**config.mk**
```make
export PLATFORM = sky130hd
export DESIGN_NAME = bcd_flat
export DESIGN_NICKNAME = d
export VERILOG_FILES = /design/src/rtl/bcd_if.sv /design/src/rtl/bcd.sv /design/src/flat_wrapper.sv
export SDC_FILE = /design/constraint.sdc
export NUM_CORES = 1
export LEC_CHECK = 0
export BUFFER_PORTS_ARGS = -buffer_cell sky130_fd_sc_hd__buf_2
export CELL_PAD_IN_SITES_DETAIL_PLACEMENT = 0
export CELL_PAD_IN_SITES_GLOBAL_PLACEMENT = 2
export CORE_AREA = 2 2 121 123
export DETAILED_ROUTE_END_ITERATION = 10
export DIE_AREA = 0 0 123 125
export GPL_TIMING_DRIVEN = 1
export HOLD_SLACK_MARGIN = 0.03
export PLACE_DENSITY_LB_ADDON = 0.1
export SLEW_MARGIN = 20
export SYNTH_ARGS = -nofsm -noshare
export SYNTH_HDL_FRONTEND = slang
export SYNTH_SLANG_ARGS = --single-unit
```
**constraint.sdc**
```tcl
create_clock -name clk -period 2.1 [get_ports clk]
set_input_delay 0.105 -clock clk [delete_from_list [all_inputs] [get_ports clk]]
set_output_delay 0.105 -clock clk [all_outputs]
set_load 0.01 [all_outputs]
```
**src/rtl/bcd_if.sv**
```systemverilog
// rtl/bcd_if.sv - binary input and decimal digit outputs of the bcd converter
interface bcd_if;
    logic [31:0] bin;
    logic [31:0] units;
    logic [31:0] tens;
    logic [31:0] hundreds;
    logic [31:0] thousands;

    // Producer of the binary value, consumer of the digits
    modport master (
        output bin,
        input  units,
        input  tens,
        input  hundreds,
        input  thousands
    );

    // The converter itself
    modport slave (
        input  bin,
        output units,
        output tens,
        output hundreds,
        output thousands
    );
endinterface

```
**src/rtl/bcd.sv**
```systemverilog
// rtl/bcd.sv - free-running 32-bit binary to BCD converter, exports low four digits
module bcd (
    input  logic clk,
    input  logic rst_n,
    bcd_if.slave bus
);

    typedef enum logic [1:0] {
        LOAD   = 2'd0,
        SHIFT  = 2'd1,
        UPDATE = 2'd2
    } state_t;

    state_t      state;
    state_t      state_next;

    logic [31:0] shreg;
    logic [31:0] shreg_next;
    logic [39:0] scratch;
    logic [39:0] scratch_next;
    logic [39:0] scratch_adj;
    logic [5:0]  cnt;
    logic [5:0]  cnt_next;

    logic [3:0]  dig_units;
    logic [3:0]  dig_tens;
    logic [3:0]  dig_hundreds;
    logic [3:0]  dig_thousands;
    logic [3:0]  dig_units_next;
    logic [3:0]  dig_tens_next;
    logic [3:0]  dig_hundreds_next;
    logic [3:0]  dig_thousands_next;

    // Top scratch bit is shifted out and discarded; a 32-bit value never reaches it
    logic        unused_scratch_msb;
    assign unused_scratch_msb = scratch_adj[39];

    // Add-3 correction: every digit >= 5 is bumped so the following shift carries into the next digit
    always_comb begin
        scratch_adj = scratch;
        for (int d = 0; d < 10; d++) begin
            if (scratch[4*d +: 4] >= 4'd5) begin
                scratch_adj[4*d +: 4] = scratch[4*d +: 4] + 4'd3;
            end
        end
    end

    // Next-state and datapath update for the LOAD / SHIFT / UPDATE sequence
    always_comb begin
        state_next         = state;
        shreg_next         = shreg;
        scratch_next       = scratch;
        cnt_next           = cnt;
        dig_units_next     = dig_units;
        dig_tens_next      = dig_tens;
        dig_hundreds_next  = dig_hundreds;
        dig_thousands_next = dig_thousands;

        case (state)
            LOAD: begin
                shreg_next   = bus.bin;
                scratch_next = '0;
                cnt_next     = '0;
                state_next   = SHIFT;
            end

            SHIFT: begin
                scratch_next = {scratch_adj[38:0], shreg[31]};
                shreg_next   = {shreg[30:0], 1'b0};
                cnt_next     = cnt + 6'd1;
                if (cnt == 6'd31) begin
                    state_next = UPDATE;
                end
            end

            UPDATE: begin
                dig_units_next     = scratch[3:0];
                dig_tens_next      = scratch[7:4];
                dig_hundreds_next  = scratch[11:8];
                dig_thousands_next = scratch[15:12];
                state_next         = LOAD;
            end

            default: begin
                state_next = LOAD;
            end
        endcase
    end

    // State register
    always_ff @(posedge clk or negedge rst_n) begin
        if (!rst_n) begin
            state <= LOAD;
        end else begin
            state <= state_next;
        end
    end

    // Conversion working registers: shift register, BCD scratch and bit counter
    always_ff @(posedge clk or negedge rst_n) begin
        if (!rst_n) begin
            shreg   <= '0;
            scratch <= '0;
            cnt     <= '0;
        end else begin
            shreg   <= shreg_next;
            scratch <= scratch_next;
            cnt     <= cnt_next;
        end
    end

    // Exported digits only move on UPDATE, so a partial conversion is never visible
    always_ff @(posedge clk or negedge rst_n) begin
        if (!rst_n) begin
            dig_units     <= '0;
            dig_tens      <= '0;
            dig_hundreds  <= '0;
            dig_thousands <= '0;
        end else begin
            dig_units     <= dig_units_next;
            dig_tens      <= dig_tens_next;
            dig_hundreds  <= dig_hundreds_next;
            dig_thousands <= dig_thousands_next;
        end
    end

    assign bus.units     = {28'd0, dig_units};
    assign bus.tens      = {28'd0, dig_tens};
    assign bus.hundreds  = {28'd0, dig_hundreds};
    assign bus.thousands = {28'd0, dig_thousands};

endmodule

```
**src/flat_wrapper.sv**
```systemverilog
// flat-port wrapper written by rule: the top's interface ports become plain ports
module bcd_flat 
  (clk, rst_n, bus_bin, bus_units, bus_tens, bus_hundreds, bus_thousands);
  bcd_if bus_i ();
  input  logic clk;
  input  logic rst_n;
  input wire logic [$bits(bus_i.bin)-1:0] bus_bin;
  output wire logic [$bits(bus_i.units)-1:0] bus_units;
  output wire logic [$bits(bus_i.tens)-1:0] bus_tens;
  output wire logic [$bits(bus_i.hundreds)-1:0] bus_hundreds;
  output wire logic [$bits(bus_i.thousands)-1:0] bus_thousands;
  assign bus_i.bin = bus_bin;
  assign bus_units = bus_i.units;
  assign bus_tens = bus_i.tens;
  assign bus_hundreds = bus_i.hundreds;
  assign bus_thousands = bus_i.thousands;
  bcd u_core (.clk(clk), .rst_n(rst_n), .bus(bus_i));
endmodule
```
======== After elaboration in Yosys (flattened, before gate mapping) ========
Cells that the tools add are included.
storage, ports and cells
  bits in registers ....................... 96
  latch bits .............................. 0
  bits in writable memories ............... 0
  ROM bits ................................ 0
  input bits .............................. 34
  output and inout port bits .............. 128
  word-level logic and storage cells ...... 50
  memories kept ........................... 0
operators by class
  $add $sub $neg .......................... 11
  multiply operators ...................... 0
  div/mod/pow operators ................... 0
  order comparisons ....................... 10
  eq/ne operators ......................... 4
  shift-type cells ........................ 0
  mux-type cells .......................... 15
  bitwise gates (word level) .............. 0
  reduce and logical (&&, ||, !) cells .... 2
operator list
  cell                                                                                  count
  40-bit one-hot mux with 2 select lines                                                1
  32-bit one-hot mux with 2 select lines                                                1
  4-bit by 3-bit greater-or-equal comparator with 1-bit output (second input constant)  10
  4-bit by 2-bit adder with 4-bit output (second input constant)                        9
  4-bit 2-to-1 mux                                                                      9
  6-bit one-hot mux with 2 select lines                                                 1
  6-bit by 1-bit adder with 6-bit output (second input constant)                        1
  6-bit by 5-bit == test with 1-bit output (second input constant)                      1
  2-bit one-hot mux with 2 select lines                                                 1
  3-bit by 2-bit adder with 3-bit output (second input constant)                        1
  3-bit 2-to-1 mux                                                                      1
  2-bit by 1-bit == test with 1-bit output (second input constant)                      1
  2-bit == test (second input constant)                                                 1
  2-bit zero test                                                                       1
  2-bit 2-to-1 mux                                                                      1
  2-bit by 1-bit inequality test with 1-bit output (second input constant)              1
  2-bit nonzero test                                                                    1

======== Logic depth before layout (Yosys ltp) ========
Gate-level depths: netlist of the first run.
  depth after elaboration ................. 3
  mapped depth ............................ 6

======== Worst setup path before layout of the first run ========
Ideal clock, no wire load.
  path kind ............................... reg-to-reg
  from .................................... register u_core.scratch[4]
  to ...................................... register u_core.scratch[6]
  arrival ................................. 1.225 ns
  slack ................................... 0.754 ns
  cell stages (with the launch flop) ...... 7
  path buffers ............................ 0
  cell sequence ........................... dfrtp_1 -> inv_1 -> ha_1 -> nand2b_1 -> a21oi_1 -> a21oi_1 -> a22o_1
between the ends
  cells in the longest elaborated chain, start to end .. 3
  elaborated cells on any way between the ends .. 4
  those cells by class .................... add/sub: 1; order compare: 1; mux: 2
RTL lines
  item                                                                                                                    RTL line              RTL
  from (decl)                                                                                                             bcd.sv:19             logic [39:0] scratch;
  from (signal assigned)                                                                                                  bcd.sv:107            scratch <= scratch_next;
  4-bit by 2-bit adder with 4-bit output or 4-bit by 3-bit greater-or-equal comparator with 1-bit output (tied branches)  bcd.sv:43, bcd.sv:42
  4-bit 2-to-1 mux *                                                                                                      bcd.sv:42             if (scratch[4*d +: 4] >= 4'd5) begin
  40-bit one-hot mux with 2 select lines *                                                                                bcd.sv:59             case (state)
Every way passes the cells marked *; elsewhere a longest branch is shown, timed or not.
A chain may end at the register's enable or synchronous reset.

======== Final worst setup path of the first run ========
Ends and elaborated chain as after synthesis.

==> results.json, run 1 <==
{
  "drt_iter0_markers": 111,
  "diodes": 0,
  "vias": 2693,
  "holdPathEnd": "u_core.shreg[25]",
  "finalHoldViolations": 0,
  "dr.max_layer_used": "met4",
  "htree_levels": 3,
  "drv_cap": 0,
  "synth_area_leaders": "dfrtp_1, buf_4, mux2i_1, o21ai_0, nand2_1",
  "max-vdd-ir-drop_mv": 0.431,
  "final_common_cell": "conb_1",
  "r2r_start": "u_core.scratch[4]",
  "port_buffers": 49,
  "die_area_um2": 15400,
  "netlist_instances": 438,
  "syn_area_um2": 4260,
  "p_leak_nw": 2.46,
  "min_path_cells": 3,
  "max_freq_mhz": 667,
  "critPathMaxFanout": 4,
  "wl_met2_mm": 3.74,
  "grt_max_degree": 41,
  "wl_mm": 8.22,
  "worstPathCellList": "inv_1 -> ha_1 -> nand2b_1 -> a21oi_1 -> a21oi_1 -> a22o_1",
  "root_buffer": "clkbuf_16",
  "start_util_pct": 30.0,
  "drive_above_1_share_pct": 17.0,
  "grt_overflow": 0,
  "core-area_um2": 14200,
  "critPathKind": "reg2reg",
  "syn2layout_area_growth_pct": 7.19,
  "drt-wirelength-per-cell_um": 12.1,
  "track_usage_pct": 11.2,
  "rsz0062_at_grt": "no",
  "firstDrtPassIters": 4,
  "finalNetCount": 531,
  "clockBufferDepth": 2,
  "cts_buffers": 9,
  "yosysTopAreaCellShare_pct": 42.3,
  "post-route-min-period_ps": 1500,
  "worstHoldStart": "bus_bin[25]",
  "dr_wl_met3_um": 708,
  "drv_slew": 0,
  "cp.required_ps": 2320,
  "worst-slew-pin-transition_ps": 752,
  "synthArstFlopShare_pct": 100,
  "whs_ps": 55.8,
  "power.density_nw_per_um2": 1030,
  "ys_seq_area_share_pct": 42.3,
  "r2r_slack_ps": 600,
  "grt_pass1_vias": 2603,
  "die_h_um": 125,
  "io_pins": 162,
  "ys_ff_latch": 72,
  "tns_ps": 0,
  "wl_met1_mm": 3.66,
  "slowest_delay_ps": 410,
  "cp-start-kind": "flip-flop",
  "clk_latency_ps": 340,
  "worst_path_most_repeated_cell": "a21oi_1",
  "maxSlewHeadroom_pct": 49.8,
  "place.gp.congestion": 0.714,
  "fin_worst_skew_ps": 4.63,
  "end_kind": "flip-flop",
  "critical-path-slowest-cell": "dfrtp_1",
  "critPathArrivalTime_ps": 1720,
  "cts_setup_buffers": 0,
  "placementRows": 44,
  "r2r-end": "u_core.scratch[6]",
  "drt.antenna.violating_nets": 0,
  "outcome": "finished clean",
  "cts_sinks": 72,
  "cts_tree": "done",
  "antenna_found_initial": 1,
  "fillerInstances": 1502,
  "grt_first_pass_wirelength_mm": 13.3,
  "setup_violations": 0,
  "ys.flop_type": "dfrtp_1",
  "mostFrequentLayoutCells": "conb_1, dfrtp_1, nand2_1, o21ai_0, buf_2",
  "dp_hpwl_mm": 5.73,
  "die_width_um": 123,
  "period_share_pct": 71.4,
  "hp-class": "in2reg",
  "yosys_warnings": 0,
  "synth-edff-count": 0,
  "synthDistinctLibCells": 28,
  "rr_worst_depth": 6,
  "yosys.area.top_type": "dfrtp_1",
  "via_per_inst": 3.98,
  "path_clk_slew_ps": 60,
  "syn_area_per_cell_um2": 9.74,
  "drc": 0
}
==> worst max-delay path by stage <==
stage	startpoint	slack, ps	endpoint	cells after the start
finish	u_core.scratch[4]	600	u_core.scratch[6]	6
CTS	u_core.state[1]	570	u_core.shreg[29]	3
detailed placement	u_core.state[1]	580	u_core.shreg[16]	3
global placement	u_core.state[1]	600	u_core.shreg[10]	3
floorplan	u_core.scratch[4]	750	u_core.scratch[6]	6
global route	u_core.scratch[12]	440	u_core.scratch[13]	6
==> per-layer routing <==
metal  track usage, %  up-vias
li1                 -     1334
met1             14.3     1271
met2             16.4       78
met3             5.84       10
met4             3.21        0
met5                0        -
==> metrics by stage <==
| step | std cells | setup WS [ps] | util [%] | instance area (um2) | power, mW |
|---|---|---|---|---|---|
| 5_1_grt | 677 | 439 | 32.2 | 4570 | 5.08 |
| 6_report | 677 | 602 | 32.2 | 4570 | 4.70 |
| 4_1_cts | 677 | 572 | 32.2 | 4570 | 4.80 |
| 3_5_place_dp | 659 | 582 | 29.9 | 4250 | 3.18 |
| 3_3_place_gp | 659 | 595 | 29.9 | 4250 | 3.18 |
| 2_1_floorplan | 549 | 754 | - | 4680 | 2.93 |
==> sequential cells by signal, indices dropped and copies added (netlist names) <==
name                  cells
u_core.shreg             32
u_core.dig_hundreds       4
u_core.scratch           16
u_core.dig_units          4
u_core.dig_thousands      4
u_core.cnt                6
u_core.state              2
u_core.dig_tens           4
==> synthesized netlist by cell type (2+ instances only) <==
master	count
buf_6	5
nor3_1	3
inv_1	8
nand2b_4	2
a21oi_1	6
xnor2_1	5
ha_1	9
mux2_4	4
mux2_2	4
nand2_1	61
o21ai_0	54
dfrtp_1	72
buf_4	115
mux2i_1	32
or3_1	2
a22o_1	13
nor2_1	6
nand3_1	8
a21o_1	3
nand2b_1	8
clkbuf_1	3
buf_2	9
==> timing repair <==
| action | in CTS | in global routing |
|---|---|---|
| hold endpoints to repair | 26 | 0 |
| gates resized for setup | 0 | 0 |
| hold buffers | 2 | 0 |
==> power breakdown <==
group          switching, mW  internal (mW)  total [mW]
combinational          0.657          0.567        1.22
clock                  0.578          0.981        1.56
sequential             0.239           1.68        1.92
total                   1.47           3.23        4.70
==> critical path: cells and delay by family, from the launching register on <==
kind / cells / cell delay (ps)
AOI/OAI and AO/OA: 3 / 560
buffers and inverters: 1 / 130
DFF: 1 / 410
and+or+nand+nor: 1 / 90
adders and majority gates: 1 / 200
==> cells by family (layout without fill, tap and decap cells) <==
group           count (synthesis)  after routing  share of synthesized area, %
buf+inv                       140             84                          23.6
simple gates                   93             93                          9.74
compound gates                 78             78                          10.7
flops                          72             72                          42.3
mux                            40             40                          9.98
fa+ha+maj                       9              9                          2.64
xor+xnor                        5              5                          1.03
other cells                     1            112                        0.0879
==> area by class of cell <==
cell class	instances	area [um2]	share of cell area, %
clock buffers	13	260	5.69
clock inverters	3	40.0	0.876
inverters	8	30.0	0.657
multi-input cells	337	1870	41.0
flip-flops and latches	72	1800	39.5
well taps	184	230	5.04
repair buffers	60	333	7.28
Power figures use the tool's default switching activity.
==> run 2, diff against run 1 <==
- ABC_AREA: not set -> 1
- CORE_AREA: 2 2 121 123 -> 2 2 135 137
- DIE_AREA: 0 0 123 125 -> 0 0 137 139
- clock period: 2.1 -> 1.25 ns (I/O delays scaled with it)
==> run 2 against run 1 <==
Effect of this change:
- area after synthesis fell by 2.7%
- synthesized cell count rose by 18%
- clock power rose by 49%
- sequential share of layout area fell by 5.2 points
- critical endpoint is now u_core.shreg[11]
- power rose by 74%
- sequential power rose by 66%
- critical path type unchanged
- non-clock buffer count rose by 58
- combinational power rose by 120%
- critical path depth did not move
- routed wire length rose by 25%
- count of clock-buffer cells in the layout did not move
==> results.json, run 2 <==
{
  "cts_tree": "done",
  "drv_cap": 0,
  "finalHoldViolations": 0,
  "power.density_nw_per_um2": 1560,
  "outcome": "finished clean",
  "ys_ff_latch": 72,
  "worstPathCellList": "inv_2 -> nor2_4 -> buf_12 -> clkbuf_16 -> nand2_1 -> nand3_1",
  "dp_worst_setup_slack_ps": -16.5,
  "end_kind": "flip-flop",
  "clk_latency_ps": 340,
  "worst_slack_ps": 32.1,
  "grt-busiest-layer": "met2",
  "netlist_instances": 517,
  "syn2layout_area_growth_pct": 26.9,
  "final_common_cell": "nand2_1",
  "synth.area.mux_share_pct": 0,
  "slowest_delay_ps": 400,
  "root_buffer": "clkbuf_16",
  "critPathArrivalTime_ps": 1500,
  "whs_ps": 270,
  "track_usage_pct": 10.5,
  "htree_levels": 3,
  "yosys_warnings": 0,
  "syn_area_um2": 4150,
  "dp_hpwl_mm": 6.69,
  "endpoint": "u_core.shreg[11]",
  "yosysMostFrequentCell": "nand2_1",
  "die_area_um2": 19000,
  "io_pins": 162,
  "hp-class": "in2async",
  "drc": 0,
  "met3_usage_pct": 3.76,
  "cp-startpoint": "u_core.state[0]",
  "synthAdderAreaFrac_pct": 2.71,
  "rr_worst_depth": 6,
  "synth_common_cells": "nand2_1, buf_4, dfrtp_1",
  "cts_buffers": 9,
  "placementRows": 49,
  "max-vdd-ir-drop_mv": 0.704,
  "rsz0062_at_grt": "yes",
  "critical-path-slowest-cell": "dfrtp_1",
  "synth_top_family_by_area": "buffers and inverters",
  "clockBufferDepth": 2,
  "yosysTopAreaCellShare_pct": 43.4,
  "synthDistinctLibCells": 19,
  "r2r_slack_ps": 30,
  "fin_worst_skew_ps": 6.45,
  "drv_slew": 0,
  "setup_violations": 0,
  "die_width_um": 137,
  "grtUsageMet1_pct": 13.0,
  "ys.flop_type": "dfrtp_1",
  "drive_above_1_share_pct": 19.9,
  "drt_iter0_markers": 125,
  "post-route-min-period_ps": 1220,
  "max_freq_mhz": 821,
  "synth-compound-area-share_pct": 4.40,
  "mostFrequentLayoutCells": "nand2_1, conb_1, dfrtp_1, buf_2, nand3_1",
  "synth_xor_xnor_area_share_pct": 0.211,
  "wl_mm": 10.3,
  "syn_area_per_cell_um2": 8.03,
  "via_per_inst": 3.82,
  "synthArstFlopShare_pct": 100,
  "path_clk_slew_ps": 60,
  "finalNetCount": 672,
  "antenna_found_initial": 0,
  "cp-start-kind": "flip-flop",
  "critPathKind": "reg2reg",
  "vias": 3285,
  "cts_sinks": 72,
  "fillerInstances": 1988,
  "top_register": "u_core.shreg",
  "yosys.area.top_type": "dfrtp_1",
  "port_buffers": 49,
  "r2r_start": "u_core.state[0]",
  "synth-edff-count": 0,
  "start_util_pct": 23.5,
  "grt_first_pass_wirelength_mm": 15.6,
  "core-area_um2": 17700,
  "diodes": 0,
  "die_h_um": 139,
  "drt.antenna.violating_nets": 0,
  "synth_area_leaders": "dfrtp_1, buf_4, nand2_1, nand3_1, o21ai_0",
  "drt-wirelength-per-cell_um": 11.9,
  "use_met2_pct": 16.9,
  "place.gp.congestion": 0.759,
  "ys_seq_area_share_pct": 43.4,
  "firstDrtPassIters": 4,
  "p_leak_nw": 2.76,
  "period_share_pct": 97.4,
  "critPathMaxFanout": 9,
  "cp.required_ps": 1530,
  "yosys.area_share.simple_pct": 24.1,
  "grt_pass1_vias": 3104,
  "grt_max_degree": 73,
  "r2r-end": "u_core.shreg[11]",
  "grt_overflow": 0,
  "largest_register_ffs": 32,
  "largestRegisters": "u_core.shreg x32, u_core.scratch x16, u_core.cnt x6"
}
[run 2: cell types whose count changed after synthesis, sizes merged, moves of 10 or more]
cell | before | now
a22o | 13 | 0
inv | 8 | 30
mux2i | 32 | 0
nand2 | 61 | 167
nand2b | 10 | 0
nand3 | 8 | 52
nand4 | 0 | 10
o21ai | 54 | 34
[run 2: timing repair]
| action | in CTS | in global routing |
|---|---|---|
| resized for setup | 2 | 33 |
| endpoints found under the hold margin | 104 | 0 |
| gates cloned | 0 | 4 |
| buffers inserted | 0 | 10 |
| hold buffers | 33 | 0 |
| endpoints found under the setup margin | 5 | 51 |
| pin swaps | 0 | 5 |
[run 2: logic make-up (layout without fill, tap and decap cells)]
logic type      Yosys count  count (layout)
compound gates           36              36
xor+xnor                  1               1
fa+ha+maj                 9               9
buf+inv                 158             162
flops                    72              72
other cells               1             112
simple gates            240             240
[run 2: worst max-delay path, delay by kind of cell (launching register included)]
kind,cells,cell delay (ps)
buffers and inverters,3,420
flip-flops,1,400
AND/OR/NAND/NOR,3,350
[run 2: through the flow]
step           std cells  util, %  cell area [um2]  TNS [ps]  power [mW]
2_1_floorplan        628        -             4570         0        4.94
3_3_place_gp         800     25.0             4410     -2.00        5.58
3_5_place_dp         800     25.0             4410     -16.5        5.59
4_1_cts              847     28.3             5000     -22.6        8.12
5_1_grt              861     29.8             5270      -472        8.93
6_report             861     29.8             5270         0        8.20
[run 2: per-layer routing]
metal | wire length [um] | share of wire (%) | vias to the layer above
met4 | 117 | 1.1 | 0
met1 | 4530 | 44 | 1550
met3 | 626 | 6.1 | 12
met5 | 0 | 0 | -
met2 | 5010 | 49 | 94
li1 | - | - | 1629
[run 2: layout make-up]
class | count | area [um2] | area share, %
multi-input cells | 398 | 1810 | 34.4
flip-flops and latches | 72 | 1800 | 34.2
repair buffers | 118 | 997 | 18.9
well taps | 229 | 287 | 5.44
clock buffers | 13 | 250 | 4.75
inverters | 30 | 115 | 2.19
clock inverters | 1 | 5.00 | 0.0950
[run 2: worst min-delay path by stage]
stage          depth (start not counted)  slack [ps]             endpoint   from
3_3_place_gp                           2         140  u_core.dig_units[3]  rst_n
3_5_place_dp                           2         140  u_core.dig_units[3]  rst_n
2_1_floorplan                          0        -230        u_core.cnt[0]  rst_n
4_1_cts                                3         310    u_core.scratch[3]  rst_n
6_report                               3         270    u_core.scratch[1]  rst_n
5_1_grt                                3         350    u_core.scratch[3]  rst_n
[run 2: power breakdown]
group	internal (mW)	switching, mW	total [mW]
sequential	2.85	0.345	3.19
clock	1.37	0.954	2.33
combinational	1.12	1.55	2.68
total	5.34	2.85	8.20
